<file path="src/rtl/core_irq_pkg.sv">
// rtl/core_irq_pkg.sv - shared sizes, reset flag values and FSM encoding for the IRQ dispatcher
package core_irq_pkg;

  localparam int P_ENTRY_N = 64;
  localparam int P_ENTRY_W = 6;
  localparam int LEVEL_W   = 2;

  localparam logic               VALID_RST = 1'b0;
  localparam logic               MASK_RST  = 1'b1;
  localparam logic [LEVEL_W-1:0] LEVEL_RST = 2'd0;

  typedef enum logic {
    IDLE  = 1'b0,
    OFFER = 1'b1
  } state_t;

endpackage

</file>
<file path="src/rtl/core_irq_dispatcher_if.sv">
// rtl/core_irq_dispatcher_if.sv - core-side config-table write port and interrupt offer handshake
interface core_irq_dispatcher_if;
  import core_irq_pkg::*;

  logic                 iIRQ_CONFIG_TABLE_REQ;
  logic [P_ENTRY_W-1:0] iIRQ_CONFIG_TABLE_ENTRY;
  logic                 iIRQ_CONFIG_TABLE_FLAG_MASK;
  logic                 iIRQ_CONFIG_TABLE_FLAG_VALID;
  logic [LEVEL_W-1:0]   iIRQ_CONFIG_TABLE_FLAG_LEVEL;
  logic                 oINTERRUPT_VALID;
  logic [P_ENTRY_W-1:0] oINTERRUPT_NUM;
  logic                 iINTERRUPT_ACK;

  modport master (
    output iIRQ_CONFIG_TABLE_REQ, iIRQ_CONFIG_TABLE_ENTRY, iIRQ_CONFIG_TABLE_FLAG_MASK,
           iIRQ_CONFIG_TABLE_FLAG_VALID, iIRQ_CONFIG_TABLE_FLAG_LEVEL, iINTERRUPT_ACK,
    input  oINTERRUPT_VALID, oINTERRUPT_NUM
  );

  modport slave (
    input  iIRQ_CONFIG_TABLE_REQ, iIRQ_CONFIG_TABLE_ENTRY, iIRQ_CONFIG_TABLE_FLAG_MASK,
           iIRQ_CONFIG_TABLE_FLAG_VALID, iIRQ_CONFIG_TABLE_FLAG_LEVEL, iINTERRUPT_ACK,
    output oINTERRUPT_VALID, oINTERRUPT_NUM
  );

endinterface

</file>
<file path="src/rtl/core_irq_priority_select.sv">
// rtl/core_irq_priority_select.sv - combinational pairwise tree picking highest level, then lowest index
module core_irq_priority_select
  import core_irq_pkg::*;
(
  input  logic [P_ENTRY_N-1:0]              eligible,
  input  logic [P_ENTRY_N-1:0][LEVEL_W-1:0] level,
  output logic                              found,
  output logic [P_ENTRY_W-1:0]              num
);

  always_comb begin : tree
    logic                 nodeFound [P_ENTRY_N];
    logic [LEVEL_W-1:0]   nodeLevel [P_ENTRY_N];
    logic [P_ENTRY_W-1:0] nodeNum   [P_ENTRY_N];
    for (int i = 0; i < P_ENTRY_N; i++) begin
      nodeFound[i] = eligible[i];
      nodeLevel[i] = level[i];
      nodeNum[i]   = P_ENTRY_W'(i);
    end
    // Reduce in place: node j of each pass merges nodes 2j (lower indices) and 2j+1.
    for (int span = P_ENTRY_N / 2; span >= 1; span = span / 2) begin
      for (int j = 0; j < span; j++) begin
        if (nodeFound[2*j+1] && (!nodeFound[2*j] || (nodeLevel[2*j+1] > nodeLevel[2*j]))) begin
          nodeFound[j] = 1'b1;
          nodeLevel[j] = nodeLevel[2*j+1];
          nodeNum[j]   = nodeNum[2*j+1];
        end else begin
          nodeFound[j] = nodeFound[2*j];
          nodeLevel[j] = nodeLevel[2*j];
          nodeNum[j]   = nodeNum[2*j];
        end
      end
    end
    found = nodeFound[0];
    num   = nodeNum[0];
  end

endmodule

</file>
<file path="src/rtl/core_irq_dispatcher.sv">
// rtl/core_irq_dispatcher.sv - IRQ config table, pending latch and one-at-a-time offer to the core
module core_irq_dispatcher
  import core_irq_pkg::*;
(
  input  logic                 iCLOCK,
  input  logic                 inRESET,
  input  logic [P_ENTRY_N-1:0] iDEVICE_IRQ,
  output logic                 oPENDING_ANY,
  core_irq_dispatcher_if.slave irqBus
);

  logic [P_ENTRY_N-1:0]              entryValid;
  logic [P_ENTRY_N-1:0]              entryMask;
  logic [P_ENTRY_N-1:0][LEVEL_W-1:0] entryLevel;
  logic [P_ENTRY_N-1:0]              pending;
  logic [P_ENTRY_N-1:0]              pendingNext;
  logic [P_ENTRY_N-1:0]              eligible;
  state_t                            state;
  state_t                            stateNext;
  logic [P_ENTRY_W-1:0]              offerNum;
  logic [P_ENTRY_W-1:0]              offerNumNext;
  logic                              winnerFound;
  logic [P_ENTRY_W-1:0]              winnerNum;

  always_ff @(posedge iCLOCK or negedge inRESET) begin
    if (!inRESET) begin
      entryValid <= {P_ENTRY_N{VALID_RST}};
      entryMask  <= {P_ENTRY_N{MASK_RST}};
      entryLevel <= {P_ENTRY_N{LEVEL_RST}};
    end else if (irqBus.iIRQ_CONFIG_TABLE_REQ) begin
      entryValid[irqBus.iIRQ_CONFIG_TABLE_ENTRY] <= irqBus.iIRQ_CONFIG_TABLE_FLAG_VALID;
      entryMask[irqBus.iIRQ_CONFIG_TABLE_ENTRY]  <= irqBus.iIRQ_CONFIG_TABLE_FLAG_MASK;
      entryLevel[irqBus.iIRQ_CONFIG_TABLE_ENTRY] <= irqBus.iIRQ_CONFIG_TABLE_FLAG_LEVEL;
    end
  end

  // Order matters: a new event beats the ack clear, an invalidating write beats a new event.
  always_comb begin
    pendingNext = pending;
    if ((state == OFFER) && irqBus.iINTERRUPT_ACK) begin
      pendingNext[offerNum] = 1'b0;
    end
    pendingNext = pendingNext | (iDEVICE_IRQ & entryValid);
    if (irqBus.iIRQ_CONFIG_TABLE_REQ && !irqBus.iIRQ_CONFIG_TABLE_FLAG_VALID) begin
      pendingNext[irqBus.iIRQ_CONFIG_TABLE_ENTRY] = 1'b0;
    end
  end

  assign eligible = pending & entryValid & ~entryMask;

  core_irq_priority_select uSelect (
    .eligible (eligible),
    .level    (entryLevel),
    .found    (winnerFound),
    .num      (winnerNum)
  );

  always_comb begin
    stateNext    = state;
    offerNumNext = offerNum;
    case (state)
      IDLE: begin
        if (winnerFound) begin
          stateNext    = OFFER;
          offerNumNext = winnerNum;
        end
      end
      OFFER: begin
        if (irqBus.iINTERRUPT_ACK) begin
          stateNext = IDLE;
        end
      end
      default: stateNext = IDLE;
    endcase
  end

  always_ff @(posedge iCLOCK or negedge inRESET) begin
    if (!inRESET) begin
      state        <= IDLE;
      offerNum     <= '0;
      pending      <= '0;
      oPENDING_ANY <= 1'b0;
    end else begin
      state        <= stateNext;
      offerNum     <= offerNumNext;
      pending      <= pendingNext;
      oPENDING_ANY <= |pending;
    end
  end

  assign irqBus.oINTERRUPT_VALID = (state == OFFER);
  assign irqBus.oINTERRUPT_NUM   = offerNum;

endmodule

</file>
<file path="src/flat_wrapper.sv">
// flat-port wrapper written by rule: the top's interface ports become plain ports
module core_irq_dispatcher_flat import core_irq_pkg::*;
  (iCLOCK, inRESET, iDEVICE_IRQ, oPENDING_ANY, irqBus_iIRQ_CONFIG_TABLE_REQ, irqBus_iIRQ_CONFIG_TABLE_ENTRY, irqBus_iIRQ_CONFIG_TABLE_FLAG_MASK, irqBus_iIRQ_CONFIG_TABLE_FLAG_VALID, irqBus_iIRQ_CONFIG_TABLE_FLAG_LEVEL, irqBus_iINTERRUPT_ACK, irqBus_oINTERRUPT_VALID, irqBus_oINTERRUPT_NUM);
  core_irq_dispatcher_if irqBus_i ();
  input  logic iCLOCK;
  input  logic inRESET;
  input  logic [P_ENTRY_N-1:0] iDEVICE_IRQ;
  output logic oPENDING_ANY;
  input wire logic [$bits(irqBus_i.iIRQ_CONFIG_TABLE_REQ)-1:0] irqBus_iIRQ_CONFIG_TABLE_REQ;
  input wire logic [$bits(irqBus_i.iIRQ_CONFIG_TABLE_ENTRY)-1:0] irqBus_iIRQ_CONFIG_TABLE_ENTRY;
  input wire logic [$bits(irqBus_i.iIRQ_CONFIG_TABLE_FLAG_MASK)-1:0] irqBus_iIRQ_CONFIG_TABLE_FLAG_MASK;
  input wire logic [$bits(irqBus_i.iIRQ_CONFIG_TABLE_FLAG_VALID)-1:0] irqBus_iIRQ_CONFIG_TABLE_FLAG_VALID;
  input wire logic [$bits(irqBus_i.iIRQ_CONFIG_TABLE_FLAG_LEVEL)-1:0] irqBus_iIRQ_CONFIG_TABLE_FLAG_LEVEL;
  input wire logic [$bits(irqBus_i.iINTERRUPT_ACK)-1:0] irqBus_iINTERRUPT_ACK;
  output wire logic [$bits(irqBus_i.oINTERRUPT_VALID)-1:0] irqBus_oINTERRUPT_VALID;
  output wire logic [$bits(irqBus_i.oINTERRUPT_NUM)-1:0] irqBus_oINTERRUPT_NUM;
  assign irqBus_i.iIRQ_CONFIG_TABLE_REQ = irqBus_iIRQ_CONFIG_TABLE_REQ;
  assign irqBus_i.iIRQ_CONFIG_TABLE_ENTRY = irqBus_iIRQ_CONFIG_TABLE_ENTRY;
  assign irqBus_i.iIRQ_CONFIG_TABLE_FLAG_MASK = irqBus_iIRQ_CONFIG_TABLE_FLAG_MASK;
  assign irqBus_i.iIRQ_CONFIG_TABLE_FLAG_VALID = irqBus_iIRQ_CONFIG_TABLE_FLAG_VALID;
  assign irqBus_i.iIRQ_CONFIG_TABLE_FLAG_LEVEL = irqBus_iIRQ_CONFIG_TABLE_FLAG_LEVEL;
  assign irqBus_i.iINTERRUPT_ACK = irqBus_iINTERRUPT_ACK;
  assign irqBus_oINTERRUPT_VALID = irqBus_i.oINTERRUPT_VALID;
  assign irqBus_oINTERRUPT_NUM = irqBus_i.oINTERRUPT_NUM;
  core_irq_dispatcher u_core (.iCLOCK(iCLOCK), .inRESET(inRESET), .iDEVICE_IRQ(iDEVICE_IRQ), .oPENDING_ANY(oPENDING_ANY), .irqBus(irqBus_i));
endmodule
</file>
<file path="config.mk">
export PLATFORM = sky130hd
export DESIGN_NAME = core_irq_dispatcher_flat
export DESIGN_NICKNAME = d
export VERILOG_FILES = /design/src/rtl/core_irq_pkg.sv /design/src/rtl/core_irq_dispatcher_if.sv /design/src/rtl/core_irq_priority_select.sv /design/src/rtl/core_irq_dispatcher.sv /design/src/flat_wrapper.sv
export SDC_FILE = /design/constraint.sdc
export NUM_CORES = 1
export LEC_CHECK = 0
export ABC_AREA = 1
export BUFFER_PORTS_ARGS = -buffer_cell sky130_fd_sc_hd__buf_2
export CORE_ASPECT_RATIO = 2
export CORE_MARGIN = 5
export CORE_UTILIZATION = 55
export CTS_CLUSTER_SIZE = 12
export DETAILED_ROUTE_END_ITERATION = 6
export HOLD_SLACK_MARGIN = 0.05
export PLACE_DENSITY = 0.8
export SLEW_MARGIN = 20
export SYNTH_ARGS = -nofsm -noshare
export SYNTH_HDL_FRONTEND = slang
export SYNTH_SLANG_ARGS = --single-unit
export TNS_END_PERCENT = 50
</file>
<file path="constraint.sdc">
create_clock -name iCLOCK -period 5.6 [get_ports iCLOCK]
set_clock_uncertainty 0.05 [all_clocks]
set_input_delay 1.12 -clock iCLOCK [delete_from_list [all_inputs] [get_ports iCLOCK]]
set_output_delay 1.12 -clock iCLOCK [all_outputs]
set_load 0.1 [all_outputs]
</file>
==> results of run 1 <==
==> per-stage QoR <==
stage	hold slack (ns)	TNS, ns
after floorplan	0.4030	-0.3052
after CTS	0.4474	-2.174
after global routing	0.4622	-6.267
after detailed placement	0.4355	-4.299
after global placement	0.4166	-2.523
final	0.4455	-3.760
==> layer usage <==
layer	vias up	GRT usage [%]	routed length (um)
met5	-	0	0
met4	0	31.46	8179
met3	378	4.537	3664
met2	761	60.51	35160
met1	9910	33.65	22350
li1	9824	-	-
==> layout make-up <==
cell class	instances	area, sq um	share of cell area (%)
multi-input cells	1848	10290	38.74
repair buffers	642	4652	17.52
inverters	445	1677	6.314
clock inverters	2	60.06	0.2262
flip-flops and latches	328	8288	31.21
well taps	450	563.0	2.120
clock buffers	56	1027	3.868
==> kinds of logic (layout without fill, tap and decap cells) <==
logic type               after synthesis  in the layout  synth area share, %
AND/OR/NAND/NOR                     1170           1170                27.26
AO/OA/AOI/OAI                        577            577                15.22
buffers and inverters                474           1145                9.031
flip-flops                           328            328                42.07
adder cells (fa/ha/maj)              101            101                6.414
==> sequential cells by signal, indices dropped and copies added (netlist names) <==
register and flops:
u_core.pending 64, u_core.entryValid 64, u_core.entryMask 64, u_core.entryLevel 128
u_core.oPENDING_ANY 1, u_core.irqBus.oINTERRUPT_VALID 1, u_core.irqBus.oINTERRUPT_NUM 6
==> Yosys cell counts <==
cell type | instances | area share [%]
dfrtp_1 | 264 | 34
nand4_1 | 13 | 0.41
clkinv_1 | 3 | 0.057
a22oi_1 | 4 | 0.15
o21ai_1 | 35 | 0.89
o21ai_2 | 9 | 0.40
o21ai_0 | 304 | 7.7
nand2_2 | 66 | 2.1
dfstp_2 | 64 | 8.5
nand3_1 | 96 | 2.4
nor2_4 | 1 | 0.057
o21bai_1 | 4 | 0.15
nor3_4 | 16 | 1.3
o22ai_1 | 1 | 0.032
inv_1 | 412 | 7.8
nor4_1 | 15 | 0.48
nand3b_1 | 14 | 0.53
nand2_1 | 523 | 10
a31oi_1 | 7 | 0.22
a21oi_1 | 202 | 5.1
inv_2 | 30 | 0.57
nor2_1 | 340 | 6.5
a21oi_2 | 5 | 0.22
buf_1 | 1 | 0.019
a21oi_4 | 1 | 0.083
nand2_4 | 12 | 0.69
ha_1 | 101 | 6.4
nor3_2 | 33 | 1.7
or2_2 | 2 | 0.063
nor2_2 | 7 | 0.22
nor3_1 | 31 | 0.79
nand3_2 | 1 | 0.051
a41oi_1 | 4 | 0.18
o211ai_1 | 1 | 0.038
clkbuf_1 | 28 | 0.53
==> worst min-delay path, cell delays in order, from the launching register on <==
cell	delay, ns
dfstp_2	0.37
nand2_1	0.05
o21ai_0	0.07
==> timing repair <==
action / CTS / global route
pin swaps: 56 / 63
setup endpoints to repair: 6 / 6
buffers inserted: 88 / 25
resized for setup: 121 / 57
==> worst max-delay path by stage <==
| stage | end | depth (start not counted) |
|---|---|---|
| after global placement | u_core.irqBus.oINTERRUPT_NUM[1] | 49 |
| after detailed placement | u_core.irqBus.oINTERRUPT_NUM[3] | 45 |
| after global routing | u_core.irqBus.oINTERRUPT_NUM[1] | 53 |
| after CTS | u_core.irqBus.oINTERRUPT_NUM[3] | 54 |
| after floorplan | u_core.irqBus.oINTERRUPT_NUM[3] | 48 |
| final | u_core.irqBus.oINTERRUPT_NUM[0] | 51 |
==> impl_metrics.py, run 1 <==
metrics = {
    "outcome": {
        "status": "complete, but fails checks",
        "violations": "setup timing",
    },
    "global_route": {
        "grt_pass1_wl_mm": 107.6,
        "grt_max_degree": 124,
        "grt_overflow_total": 0,
        "antenna_found_initial": 1,
        "grt_pass1_vias": 21930,
        "grt_use_total_pct": 34.39,
    },
    "final_layout": {
        "final_area_sq_um": 26550,
        "area_growth_pct": 34.78,
        "layout_common_cells": "551 x buf_4, 494 x nand2_1, 393 x inv_1",
        "nets": 3478,
        "drive_above_1_share_pct": 32.49,
        "utilization_pct": 74.68,
        "fin_cells": 3771,
        "final_common_cell": "buf_4",
        "diodes": 0,
        "fill_cells": 2582,
    },
    "clocking": {
        "holdBufCountCts": 0,
        "cts_made_buffers": 34,
        "clk_pin_slew_ns": 0.07,
        "ctsHtreeMaxLevel": 2,
        "cts_buffer_depth": 3,
        "cts.sinks": 328,
        "clk_latency_ns": 0.54,
        "cts-root-buf": "clkbuf_16",
        "cts_tree": "built",
    },
    "synth": {
        "syn_nets": 2829,
        "seq_area_frac_synth_pct": 42.07,
        "yosys_warnings": 0,
        "ys_ff_latch": 328,
        "syn_inst": 2650,
        "ys_types": 35,
        "syn_avg_cell_area_sq_um": 7.434,
        "syn_area_sq_um": 19700,
    },
    "die": {
        "fp.dieW_um": 143.8,
        "std_cell_rows": 98,
        "core-area_sq_um": 35560,
        "ios": 86,
        "die_area_sq_um": 39940,
        "die_h_um": 277.7,
        "start_util_pct": 55.40,
    },
    "place": {
        "place_area_sq_um": 24090,
        "post-dp-hpwl_mm": 48.95,
        "place_ws_ns": -0.7582,
        "place_inst": 3600,
        "io_buffers": 85,
        "gp_routability_congestion": 1.008,
    },
    "detailed_routing": {
        "drcViolationCount": 0,
        "ant_nets": 0,
        "wirelength_mm": 69.35,
        "avgViaCountPerCell": 5.535,
        "num_vias": 20870,
        "drt_iter0_markers": 1354,
        "routedWlPerCell_um": 18.39,
        "dr.pass1.iters": 5,
    },
    "worst_setup_path": {
        "worstPathArrival_ns": 6.67,
        "cpMostUsedCell": "buf_4",
        "ff2ff_setup_slack_ns": -0.70,
        "critPathTopFamily": "buffers and inverters",
        "path_max_fanout": 2,
        "crit_required_ns": 5.97,
        "r2r-end": "u_core.irqBus.oINTERRUPT_NUM[0]",
        "critPathCaptureType": "flip-flop",
        "critPathMaxStageDelay_ns": 0.35,
        "critical_path_class": "reg -> reg",
        "critPathLaunchType": "flip-flop",
        "cp.buffers_inverters": 38,
        "crit_start": "u_core.entryLevel[113]",
        "regToRegStartpoint": "u_core.entryLevel[113]",
        "critical_path.slowest_cell": "dfrtp_1",
        "ff2ff_path_depth": 51,
    },
    "timing": {
        "rsz0062_at_grt": "yes",
        "tightestPinTransition_ns": 1.178,
        "fin_crit_sh_pct": 112.5,
        "min_period_ns": 6.303,
        "setup-violations-final": 6,
        "slew_violations": 0,
        "fmax_ghz": 0.1587,
        "worst_slack_ns": -0.7027,
        "final-hold-violation-count": 0,
        "slew_headroom_pct": 20.88,
    },
    "flow_run": {
        "drv_cap": 0,
    },
    "min_path": {
        "min_to": "u_core.entryMask[15]",
        "hp-class": "reg -> reg",
        "worstHoldStart": "u_core.entryMask[15]",
        "hold_depth": 2,
    },
}
Power of run 1 is not shown: default switching activity piles up to over one toggle a cycle in this logic, so the estimate is an artifact.
==> inputs of run 2 (changes only) <==
==> constraint.sdc (replaced) <==
create_clock -name iCLOCK -period 5.6 [get_ports iCLOCK]
set_clock_uncertainty 0.05 [all_clocks]
set_input_delay 1.12 -clock iCLOCK [delete_from_list [all_inputs] [get_ports iCLOCK]]
set_output_delay 1.12 -clock iCLOCK [all_outputs]
set_load 0.05 [all_outputs]
==> run 2 against run 1 <==
- the flow still finishes with violations (setup timing)
- sequential cell count did not move
- worst hold slack worse by 0.0071 ns
- clock-buffer cell count is 4 higher
- wire length up 5.0%
- final area is essentially flat
- largest cell class unchanged
- core utilization up 0.067 points
- die area did not move
- sequential share of layout area about the same
- register-to-register slack got worse by 0.45 ns
==> impl_metrics.py, run 2 (synthesis results as in run 1) <==
metrics = {
    "outcome": {
        "status": "complete, but fails checks",
        "violations": "setup timing",
    },
    "detailed_routing": {
        "drt_iter0_markers": 1553,
        "dr.pass1.iters": 5,
        "num_vias": 21470,
        "drcViolationCount": 0,
        "wirelength_mm": 72.85,
        "routedWlPerCell_um": 19.32,
        "avgViaCountPerCell": 5.693,
        "ant_nets": 0,
    },
    "worst_setup_path": {
        "critical_path.slowest_cell": "dfrtp_1",
        "crit_required_ns": 5.97,
        "ff2ff_setup_slack_ns": -1.16,
        "path_max_fanout": 4,
        "critPathMaxStageDelay_ns": 0.39,
        "cpMostUsedCell": "buf_4",
        "critPathLaunchType": "flip-flop",
        "critPathCaptureType": "flip-flop",
        "critical_path_class": "reg -> reg",
        "worstPathArrival_ns": 7.13,
    },
    "clocking": {
        "clk_latency_ns": 0.54,
        "cts.sinks": 328,
        "cts_tree": "built",
        "holdBufCountCts": 0,
        "cts-root-buf": "clkbuf_16",
        "cts_made_buffers": 34,
        "clk_pin_slew_ns": 0.07,
        "cts_buffer_depth": 3,
        "ctsHtreeMaxLevel": 2,
    },
    "timing": {
        "rsz0062_at_grt": "yes",
        "fmax_ghz": 0.1480,
        "slew_violations": 0,
        "final-hold-violation-count": 0,
        "min_period_ns": 6.756,
        "fin_crit_sh_pct": 120.6,
        "slew_headroom_pct": 14.21,
        "setup-violations-final": 6,
        "worst_slack_ns": -1.156,
        "tightestPinTransition_ns": 1.277,
    },
    "die": {
        "ios": 86,
        "std_cell_rows": 98,
        "start_util_pct": 55.40,
        "die_h_um": 277.7,
        "fp.dieW_um": 143.8,
        "die_area_sq_um": 39940,
        "core-area_sq_um": 35560,
    },
    "global_route": {
        "grt_max_degree": 109,
        "antenna_found_initial": 2,
        "grt_use_total_pct": 35.05,
        "grt_overflow_total": 0,
        "grt_pass1_vias": 22390,
        "grt_pass1_wl_mm": 109.1,
    },
    "final_layout": {
        "regArea_sq_um": 8288,
        "multi_input_area_sq_um": 10360,
        "final_area_sq_um": 26580,
        "top_register": "u_core.entryLevel",
        "final_common_cell": "buf_4",
        "layout_common_cells": "547 x buf_4, 491 x nand2_1, 392 x inv_1",
        "drive_above_1_share_pct": 32.66,
        "area_growth_pct": 34.90,
        "fill_cells": 2494,
        "nets": 3473,
        "largest_register_ffs": 128,
    },
    "place": {
        "io_buffers": 85,
        "post-dp-hpwl_mm": 49.33,
        "gp_routability_congestion": 0.9770,
        "place_area_sq_um": 24230,
        "place_ws_ns": -0.6777,
    },
    "flow_run": {
        "drv_cap": 0,
    },
    "min_path": {
        "hp-class": "reg -> reg",
    },
}
-- run 2: cell count changes in the layout (fill, tap and decap cells not counted), sizes merged --
cell and change:
buf -5, clkbuf +4, bufinv -2, diode +2, inv +1
-- run 2: cell type report --
class                   instances  share of cell area, %
flip-flops and latches        328                  31.18
multi-input cells            1848                  38.98
clock buffers                  60                  3.997
inverters                     445                  6.304
diodes                          2                0.01883
clock inverters                 1                0.03295
well taps                     450                  2.118
repair buffers                637                  17.37
-- run 2: per-stage QoR --
stage | setup TNS (ns) | util (%) | hold WS, ns | cells
floorplan | -0.2902 | - | 0.4030 | 2650
global placement | -2.440 | 68.15 | 0.4251 | 3622
detailed placement | -3.819 | 68.15 | 0.4316 | 3622
CTS | -2.670 | 73.29 | 0.4415 | 3746
global route | -7.604 | 74.73 | 0.4499 | 3769
finish | -6.254 | 74.74 | 0.4383 | 3771
-- run 2: worst max-delay path: cells and delay by family (launching register included) --
family / cells / cell delay [ns]
simple gates: 13 / 1.18
flops: 1 / 0.39
compound gates: 5 / 0.80
buf+inv: 31 / 3.76
fa+ha+maj: 2 / 0.39
-- run 2: final timing paths --
kind                                       startpoint                               to  depth (start not counted)
min in group asynchronous                     inRESET             u_core.entryValid[9]                          1
worst max-delay path            u_core.entryLevel[13]  u_core.irqBus.oINTERRUPT_NUM[0]                         51
max in group asynchronous                     inRESET            u_core.entryValid[63]                          2
worst max register to register  u_core.entryLevel[13]  u_core.irqBus.oINTERRUPT_NUM[0]                         51
worst min register to register   u_core.entryMask[31]             u_core.entryMask[31]                          2
worst min-delay path             u_core.entryMask[31]             u_core.entryMask[31]                          2
-- run 2: repair_timing --
item                                   4_1_cts  5_1_grt
setup endpoints to repair                    6        6
gates resized for setup                    102       92
endpoints found under the hold margin        0        0
pin swaps                                   49       80
setup buffers                               63       23
-- run 2: layer usage --
layer,vias to the layer above,wire length [um],track usage [%]
met3,500,5015,6.193
met1,10090,22960,33.76
li1,9811,-,-
met5,-,13,0
met2,1063,36140,59.95
met4,2,8725,34.51
Power of run 2 is left out for the same reason.
